**config.mk**
```make
export PLATFORM = sky130hd
export DESIGN_NAME = intr_ctrl_flat
export DESIGN_NICKNAME = d
export VERILOG_FILES = /design/src/rtl/intr_ctrl_if.sv /design/src/rtl/intr_ctrl.sv /design/src/flat_wrapper.sv
export SDC_FILE = /design/constraint.sdc
export NUM_CORES = 1
export LEC_CHECK = 0
export BUFFER_PORTS_ARGS = -buffer_cell sky130_fd_sc_hd__clkbuf_2
export CORE_UTILIZATION = 35
export CTS_CLUSTER_DIAMETER = 150
export CTS_CLUSTER_SIZE = 28
export DETAILED_ROUTE_END_ITERATION = 10
export GPL_TIMING_DRIVEN = 0
export RECOVER_POWER = 100
export SETUP_SLACK_MARGIN = 0.5
export SLEW_MARGIN = 30
export SYNTH_ARGS = -nofsm -noshare
export SYNTH_HDL_FRONTEND = slang
export SYNTH_SLANG_ARGS = --single-unit
```
**constraint.sdc**
```tcl
create_clock -name clk -period 1.8 [get_ports clk]
set_input_delay 0 -clock clk [delete_from_list [all_inputs] [get_ports clk]]
set_output_delay 0 -clock clk [all_outputs]
set_load 0.03 [all_outputs]
```
**src/rtl/intr_ctrl_if.sv**
```systemverilog
// Bundle of request, configuration and core-side signals for intr_ctrl.
// slave = controller side, master = core/system side.
interface intr_ctrl_if #(
    parameter int N_IRQ = 8
);
    logic [N_IRQ-1:0] irq_i;
    logic             cfg_we_i;
    logic [N_IRQ-1:0] cfg_wdata_i;
    logic             int_ack_i;
    logic             int_done_i;
    logic             int_o;
    logic [31:0]      vec_o;
    logic             in_service_o;
    logic [N_IRQ-1:0] pending_o;
    logic [N_IRQ-1:0] mask_o;
    logic [1:0]       state_o;

    modport slave (
        input  irq_i, cfg_we_i, cfg_wdata_i, int_ack_i, int_done_i,
        output int_o, vec_o, in_service_o, pending_o, mask_o, state_o
    );

    modport master (
        output irq_i, cfg_we_i, cfg_wdata_i, int_ack_i, int_done_i,
        input  int_o, vec_o, in_service_o, pending_o, mask_o, state_o
    );
endinterface

```
**src/rtl/intr_ctrl.sv**
```systemverilog
// Prioritized, non-nesting interrupt controller: edge-detects irq lines into pending,
// raises INT with a handler vector, holds one request in service. Option: INTC_SYNC_EN.
module intr_ctrl #(
    parameter int          N_IRQ    = 8,
    parameter logic [31:0] BASE_VEC = 32'h0000_0100
) (
    input  logic       clk,
    input  logic       rst_n,
    intr_ctrl_if.slave bus
);
    // Handshake: int_ack_i is honoured only while INT is held in REQ; int_done_i only
    // in SERVICE. Both are single-cycle pulses sampled on the rising clock edge.
    localparam int ID_W = (N_IRQ > 1) ? $clog2(N_IRQ) : 1;

    typedef enum logic [1:0] {
        IDLE    = 2'd0,
        REQ     = 2'd1,
        SERVICE = 2'd2
    } state_t;

    state_t            state_q, state_d;
    logic [ID_W-1:0]   id_q, id_d;
    logic [31:0]       vec_q, vec_d;
    logic              int_q, int_d;
    logic              insvc_q, insvc_d;
    logic [N_IRQ-1:0]  pending_q, pending_d;
    logic [N_IRQ-1:0]  mask_q, mask_d;
    logic [N_IRQ-1:0]  prev_q;
    logic [N_IRQ-1:0]  irq_s;
    logic [N_IRQ-1:0]  rise;
    logic [N_IRQ-1:0]  eligible;
    logic [N_IRQ-1:0]  clr;
    logic [ID_W-1:0]   winner;

`ifdef INTC_SYNC_EN
    logic [N_IRQ-1:0] s1_q, s2_q;

    always_ff @(posedge clk or negedge rst_n) begin
        if (!rst_n) begin
            s1_q <= '0;
            s2_q <= '0;
        end else begin
            s1_q <= bus.irq_i;
            s2_q <= s1_q;
        end
    end

    assign irq_s = s2_q;
`else
    assign irq_s = bus.irq_i;
`endif

    always_ff @(posedge clk or negedge rst_n) begin
        if (!rst_n) prev_q <= '0;
        else        prev_q <= irq_s;
    end

    assign rise     = irq_s & ~prev_q;
    assign eligible = pending_q & mask_q;

    // Lowest index wins: scan downward so the last hit is the smallest index.
    always_comb begin
        winner = '0;
        for (int i = N_IRQ - 1; i >= 0; i--) begin
            if (eligible[i]) winner = i[ID_W-1:0];
        end
    end

    always_comb begin
        state_d = state_q;
        id_d    = id_q;
        vec_d   = vec_q;
        int_d   = int_q;
        insvc_d = insvc_q;
        clr     = '0;
        mask_d  = bus.cfg_we_i ? bus.cfg_wdata_i : mask_q;
        case (state_q)
            IDLE: begin
                if (eligible != '0) begin
                    state_d = REQ;
                    id_d    = winner;
                    vec_d   = BASE_VEC + (32'(winner) << 2);
                    int_d   = 1'b1;
                end
            end
            REQ: begin
                if (bus.int_ack_i) begin
                    clr[id_q] = 1'b1;
                    int_d     = 1'b0;
                    insvc_d   = 1'b1;
                    state_d   = SERVICE;
                end
            end
            SERVICE: begin
                if (bus.int_done_i) begin
                    insvc_d = 1'b0;
                    state_d = IDLE;
                end
            end
            default: state_d = IDLE;
        endcase
        // A fresh edge on the line being cleared keeps it pending.
        pending_d = (pending_q & ~clr) | rise;
    end

    always_ff @(posedge clk or negedge rst_n) begin
        if (!rst_n) begin
            state_q   <= IDLE;
            id_q      <= '0;
            vec_q     <= '0;
            int_q     <= 1'b0;
            insvc_q   <= 1'b0;
            pending_q <= '0;
            mask_q    <= '1;
        end else begin
            state_q   <= state_d;
            id_q      <= id_d;
            vec_q     <= vec_d;
            int_q     <= int_d;
            insvc_q   <= insvc_d;
            pending_q <= pending_d;
            mask_q    <= mask_d;
        end
    end

    assign bus.int_o        = int_q;
    assign bus.vec_o        = vec_q;
    assign bus.in_service_o = insvc_q;
    assign bus.pending_o    = pending_q;
    assign bus.mask_o       = mask_q;
    assign bus.state_o      = state_q;
endmodule

```
**src/flat_wrapper.sv**
```systemverilog
// flat-port wrapper written by rule: the top's interface ports become plain ports
module intr_ctrl_flat 
#(
    parameter int          N_IRQ    = 8,
    parameter logic [31:0] BASE_VEC = 32'h0000_0100
)
  (clk, rst_n, bus_irq_i, bus_cfg_we_i, bus_cfg_wdata_i, bus_int_ack_i, bus_int_done_i, bus_int_o, bus_vec_o, bus_in_service_o, bus_pending_o, bus_mask_o, bus_state_o);
  intr_ctrl_if #(.N_IRQ(N_IRQ)) bus_i ();
  input  logic clk;
  input  logic rst_n;
  input wire logic [$bits(bus_i.irq_i)-1:0] bus_irq_i;
  input wire logic [$bits(bus_i.cfg_we_i)-1:0] bus_cfg_we_i;
  input wire logic [$bits(bus_i.cfg_wdata_i)-1:0] bus_cfg_wdata_i;
  input wire logic [$bits(bus_i.int_ack_i)-1:0] bus_int_ack_i;
  input wire logic [$bits(bus_i.int_done_i)-1:0] bus_int_done_i;
  output wire logic [$bits(bus_i.int_o)-1:0] bus_int_o;
  output wire logic [$bits(bus_i.vec_o)-1:0] bus_vec_o;
  output wire logic [$bits(bus_i.in_service_o)-1:0] bus_in_service_o;
  output wire logic [$bits(bus_i.pending_o)-1:0] bus_pending_o;
  output wire logic [$bits(bus_i.mask_o)-1:0] bus_mask_o;
  output wire logic [$bits(bus_i.state_o)-1:0] bus_state_o;
  assign bus_i.irq_i = bus_irq_i;
  assign bus_i.cfg_we_i = bus_cfg_we_i;
  assign bus_i.cfg_wdata_i = bus_cfg_wdata_i;
  assign bus_i.int_ack_i = bus_int_ack_i;
  assign bus_i.int_done_i = bus_int_done_i;
  assign bus_int_o = bus_i.int_o;
  assign bus_vec_o = bus_i.vec_o;
  assign bus_in_service_o = bus_i.in_service_o;
  assign bus_pending_o = bus_i.pending_o;
  assign bus_mask_o = bus_i.mask_o;
  assign bus_state_o = bus_i.state_o;
  intr_ctrl #(.N_IRQ(N_IRQ), .BASE_VEC(BASE_VEC)) u_core (.clk(clk), .rst_n(rst_n), .bus(bus_i));
endmodule
```
* Yosys cells after proc, flatten, opt, wreduce, memory -nomap -nowiden
Cells that the tools add are included.
** Storage, ports and cells
- Logic and storage cells :: 53
- Register bits :: 63
- Output and inout bits :: 52
- Input port bits :: 21
** Cells by class
- Equal/unequal tests :: 5
- Bitwise operators :: 6
- Multiplexer cells :: 22
- Reductions and logical operators :: 9
- Add/subtract/negate cells :: 1
- $lt $le $gt $ge :: 2
** Operators by type and width (number)
- AND 8 bit :: 3
- two-way mux 3 bit :: 8
- two-way mux 8 bit :: 2
- inverter 8 bit :: 2
- adder 9 x 5 -> 10 bit (first input constant) :: 1
- AND reduction 3 bit :: 3
- OR 8 bit :: 1
- nonzero test 8 bit :: 1
- two-way mux 2 bit :: 3
- case mux 2 bit (3 select lines) :: 1
- two-way mux 1 bit :: 5
- less-than comparator 3 x 4 -> 1 bit (second input constant) :: 1
- != test 2 bit (second input constant) :: 2
- case mux 1 bit (2 select lines) :: 2
- nonzero test 2 bit :: 2
- demux 1 bit (select 3 bit) :: 1
- greater-or-equal comparator 3 x 1 -> 1 bit (second input constant) :: 1
- equality test 2 x 1 -> 1 bit (second input constant) :: 1
- equality test 2 bit (second input constant) :: 1
- zero test 2 bit :: 1
- != test 2 x 1 -> 1 bit (second input constant) :: 1
- AND reduction 2 bit :: 1
- logical AND 1 bit :: 1

* Depth between registers and ports, before layout
- Word-level depth :: 10
- Depth in mapped cells :: 4
- Depth with buffers taken out :: 4

* Least setup slack after synthesis
Ideal clock, no wire load.
- Path kind :: reg2reg
- From :: register u_core.state_q[0] (netlist: u_core.bus.state_o[0])
- To :: register u_core.pending_q[1] (netlist: u_core.bus.pending_o[1])
- Data arrival time :: 1196 ps
- Library setup time :: 125 ps
- Stages on the path, launching flop included :: 5
- Path slack :: 479 ps
- Required time :: 1675 ps
- Clock period less this slack :: 1321 ps
- Cell sequence :: dfrtp_1 > and3b_2 > nand2_4 > o31ai_4 > o21ai_2
** Between the ends
- Cells in the longest elaborated chain, start to end :: 5
** Ends and longest elaborated chain
- from (decl) :: RTL line intr_ctrl.sv:21 : state_t state_q, state_d;
- from (signal assigned) :: RTL line intr_ctrl.sv:116 : state_q <= state_d;
- equality test 2 x 1 -> 1 bit :: RTL line intr_ctrl.sv:77 : case (state_q)
- two-way mux 8 bit :: RTL line intr_ctrl.sv:77
- inverter 8 bit :: RTL line intr_ctrl.sv:103 : pending_d = (pending_q & ~clr) | rise;
- AND 8 bit :: RTL line intr_ctrl.sv:103
- OR 8 bit :: RTL line intr_ctrl.sv:103
- net u_core.pending_d[1] :: RTL line intr_ctrl.sv:26 : logic [N_IRQ-1:0] pending_q, pending_d;
- to (signal assigned) :: RTL line intr_ctrl.sv:121 : pending_q <= pending_d;
- to (decl) :: RTL line intr_ctrl.sv:26
The timed path passes the listed nets, and every way through them passes these cells.
A chain may end at the register's enable or synchronous reset.

* Final worst setup path
- From :: register u_core.state_q[1] (netlist: u_core.bus.state_o[1])
- To :: register u_core.pending_q[1] (netlist: u_core.bus.pending_o[1])
The elaborated chain is that of the path after synthesis.

==> impl_metrics.yaml <==
synthesis:
  ys_ff_latch: 32
  synth_edf_count: 0
  synthDistinctLibCells: 27
  synth_ff_type: "dfrtp_1"
  seq_area_frac_synth: 0.533
  synth_area_um2: 1520
  synth_top_area_share: 0.395
  netlist_instances: 136
  synth_top_area_cell: "dfrtp_1"
  synthTopCellsByArea: "dfrtp_1 40%, buf_4 14%, dfstp_2 14%"
  async_flop_share: 1.00
  yosys_warnings: 0
  syn_avg_cell_area_um2: 11.2
critical_path:
  critPathRequiredTime_ps: 1960
  end_kind: "flop"
  startpoint_type: "flop"
  ff2ff_setup_slack_ps: 450
  r2r_start: "u_core.bus.state_o[1]$_DFFE_PN0P_"
  cp_max_fo: 6
  critPathArrivalTime_ps: 1510
  worst-r2r-cell-count: 4
  reg2reg_to: "u_core.bus.pending_o[1]$_DFF_PN0_"
  setup.worst_path.start: "u_core.bus.state_o[1]$_DFFE_PN0P_"
  endpoint: "u_core.bus.pending_o[1]$_DFF_PN0_"
  path_class: "flop to flop"
die:
  die_y_um: 67.9
  top_level_ports: 73
  dieArea_um2: 4610
  initial_core_util: 0.372
  fp-row-count: 23
  core_um2: 4090
  die_x_um: 67.9
power_and_ir_drop:
  ir_worst_vdd_mv: 0.782
  power_leakage_nw: 1.01
  p_per_area_nw_per_um2: 1270
grt:
  use_met3: 0.0567
  grt-ovfl-total: 0
  globalRoute.busiestLayer: "met2"
  grt_max_degree: 33
  grt_pass1_wl_um: 4780
  grt_pass1_vias: 1042
  grt_util_all_layers: 0.145
  antenna_found_initial: 0
  met2_usage: 0.230
  grt_use_met1: 0.178
clocking:
  clock-sinks: 32
  path_clk_slew_ps: 70
  cts_buffer_depth: 2
  cts_root_buf: "clkbuf_8"
  clock_latency_ps: 280
  cts_max_level: 2
  cts_tree: "yes"
  numCtsBuffers: 5
layout:
  fin_nets: 254
  layout_common_cells: "32 x clkbuf_1, 29 x buf_4, 28 x conb_1, 23 x dfrtp_1, 19 x dlygate4sd3_1"
  area_delta_synth_final_pct: 40.9
  diodes: 0
  final_area_um2: 2140
  drive_above_1_share: 0.265
  mostFrequentLayoutCell: "clkbuf_1"
sta:
  hold_viol: 0
  period_share: 0.747
  fin_crit_ps: 1350
  setup_violations: 0
  slew_headroom: 0.489
  grt_setup_unrepaired: "no"
  whs_ps: 133
  fmax_mhz: 743
  slew_violations: 0
  fin_ws_ps: 455
  worst_pin_slew_ps: 767
  fin_worst_skew_ps: 5.57
  finalSetupTns_ps: 0
place:
  place.detailed.hpwl_um: 2150
  place.gp.congestion: 0.763
  post-place-ws_ps: 537
  port_buffers: 43
  place_area_um2: 1900
outcome:
  status: "finished clean"
drt:
  num_vias: 1188
  viasPerCell: 4.18
  post_drt_wl_per_cell_um: 10.8
  drt_wl_total_um: 3060
  drc: 0
  ant_nets: 0
  drt_iter0_drc: 18
  drtPass1Iterations: 4
hold_path:
  hold_class: "primary input to flop"
flow_run:
  max-cap-violations: 0
-- repair_timing --
| item | CTS | global route |
|---|---|---|
| setup buffers | 0 | 1 |
| hold buffers | 19 | 0 |
| hold endpoints to repair | 50 | 0 |
| setup endpoints to repair | 0 | 2 |
| resized for setup | 0 | 3 |
-- worst min path at each step --
stage	start	to	slack, ps	cells past startpoint
final	bus_cfg_we_i	u_core.bus.mask_o[5]$_DFFE_PN1P_	130	2
after global routing	bus_cfg_we_i	u_core.bus.mask_o[1]$_DFFE_PN1P_	130	2
after CTS	bus_cfg_we_i	u_core.bus.mask_o[5]$_DFFE_PN1P_	120	2
after detailed placement	rst_n	u_core.prev_q[3]$_DFF_PN0_	120	1
after global placement	rst_n	u_core.prev_q[2]$_DFF_PN0_	120	1
after floorplan	rst_n	u_core.bus.in_service_o$_DFFE_PN0P_	-300	0
-- logic make-up (layout without fill, tap and decap cells) --
logic type | after synthesis | in the layout | share of synthesized area
flip-flops | 32 | 32 | 0.533
AND/OR/NAND/NOR | 22 | 22 | 0.0815
AO/OA/AOI/OAI | 34 | 34 | 0.157
buffers and inverters | 39 | 110 | 0.166
multiplexers | 8 | 8 | 0.0593
other | 1 | 28 | 0.00247
-- sequential cells by signal, indices dropped and copies added, names as in the netlist --
| name | cells |
|---|---|
| u_core.bus.vec_o | 2 |
| u_core.bus.pending_o | 8 |
| u_core.bus.int_o | 1 |
| u_core.prev_q | 8 |
| u_core.bus.in_service_o | 1 |
| u_core.bus.mask_o | 8 |
| u_core.bus.state_o | 2 |
| u_core.id_q | 2 |
-- metrics by stage --
stage               cells  total power (W)   util
CTS                   283          0.00285  0.538
floorplan             163          0.00184      -
detailed placement    256          0.00214  0.465
global placement      256          0.00213  0.465
global route          284          0.00289  0.524
finish                284          0.00273  0.524
-- power breakdown --
part	switching, W	internal [W]	leakage (nW)	total (W)
Combinational	0.000654	0.000323	0.621	0.000977
Clock	0.000260	0.000410	0.0552	0.000671
Sequential	0.000200	0.000881	0.334	0.00108
-- area by class of cell --
cell class / instances / area (um2)
inverter: 10 / 37.5
fill: 384 / 1940
tap: 50 / 62.6
timing repair buffer: 63 / 374
clock inverter: 2 / 35.0
buffer: 29 / 215
multi-input combinational: 92 / 533
clock buffer: 6 / 72.6
sequential: 32 / 812
-- Yosys cell counts (2+ instances only) --
cell type / count
dfrtp_1: 24
a21oi_1: 5
nand2_1: 10
o31ai_4: 2
buf_4: 28
o21ai_1: 13
a32o_1: 2
nand2b_1: 4
inv_1: 10
mux2_2: 8
dfstp_2: 8
o21ai_0: 4
nor2_1: 2
a22oi_1: 3
-- layer usage --
layer | share of wire | vias up
met5 | 0 | -
li1 | - | 593
met4 | 0.012 | 0
met2 | 0.46 | 55
met1 | 0.44 | 536
met3 | 0.087 | 4
-- critical path, stage by stage, from the launching register on --
cell and delay (ps):
dfrtp_2 430, and3b_1 280, nand2_1 150, o31ai_1 290, o21ai_2 80
Note: power is estimated with default switching activity, not from simulation.
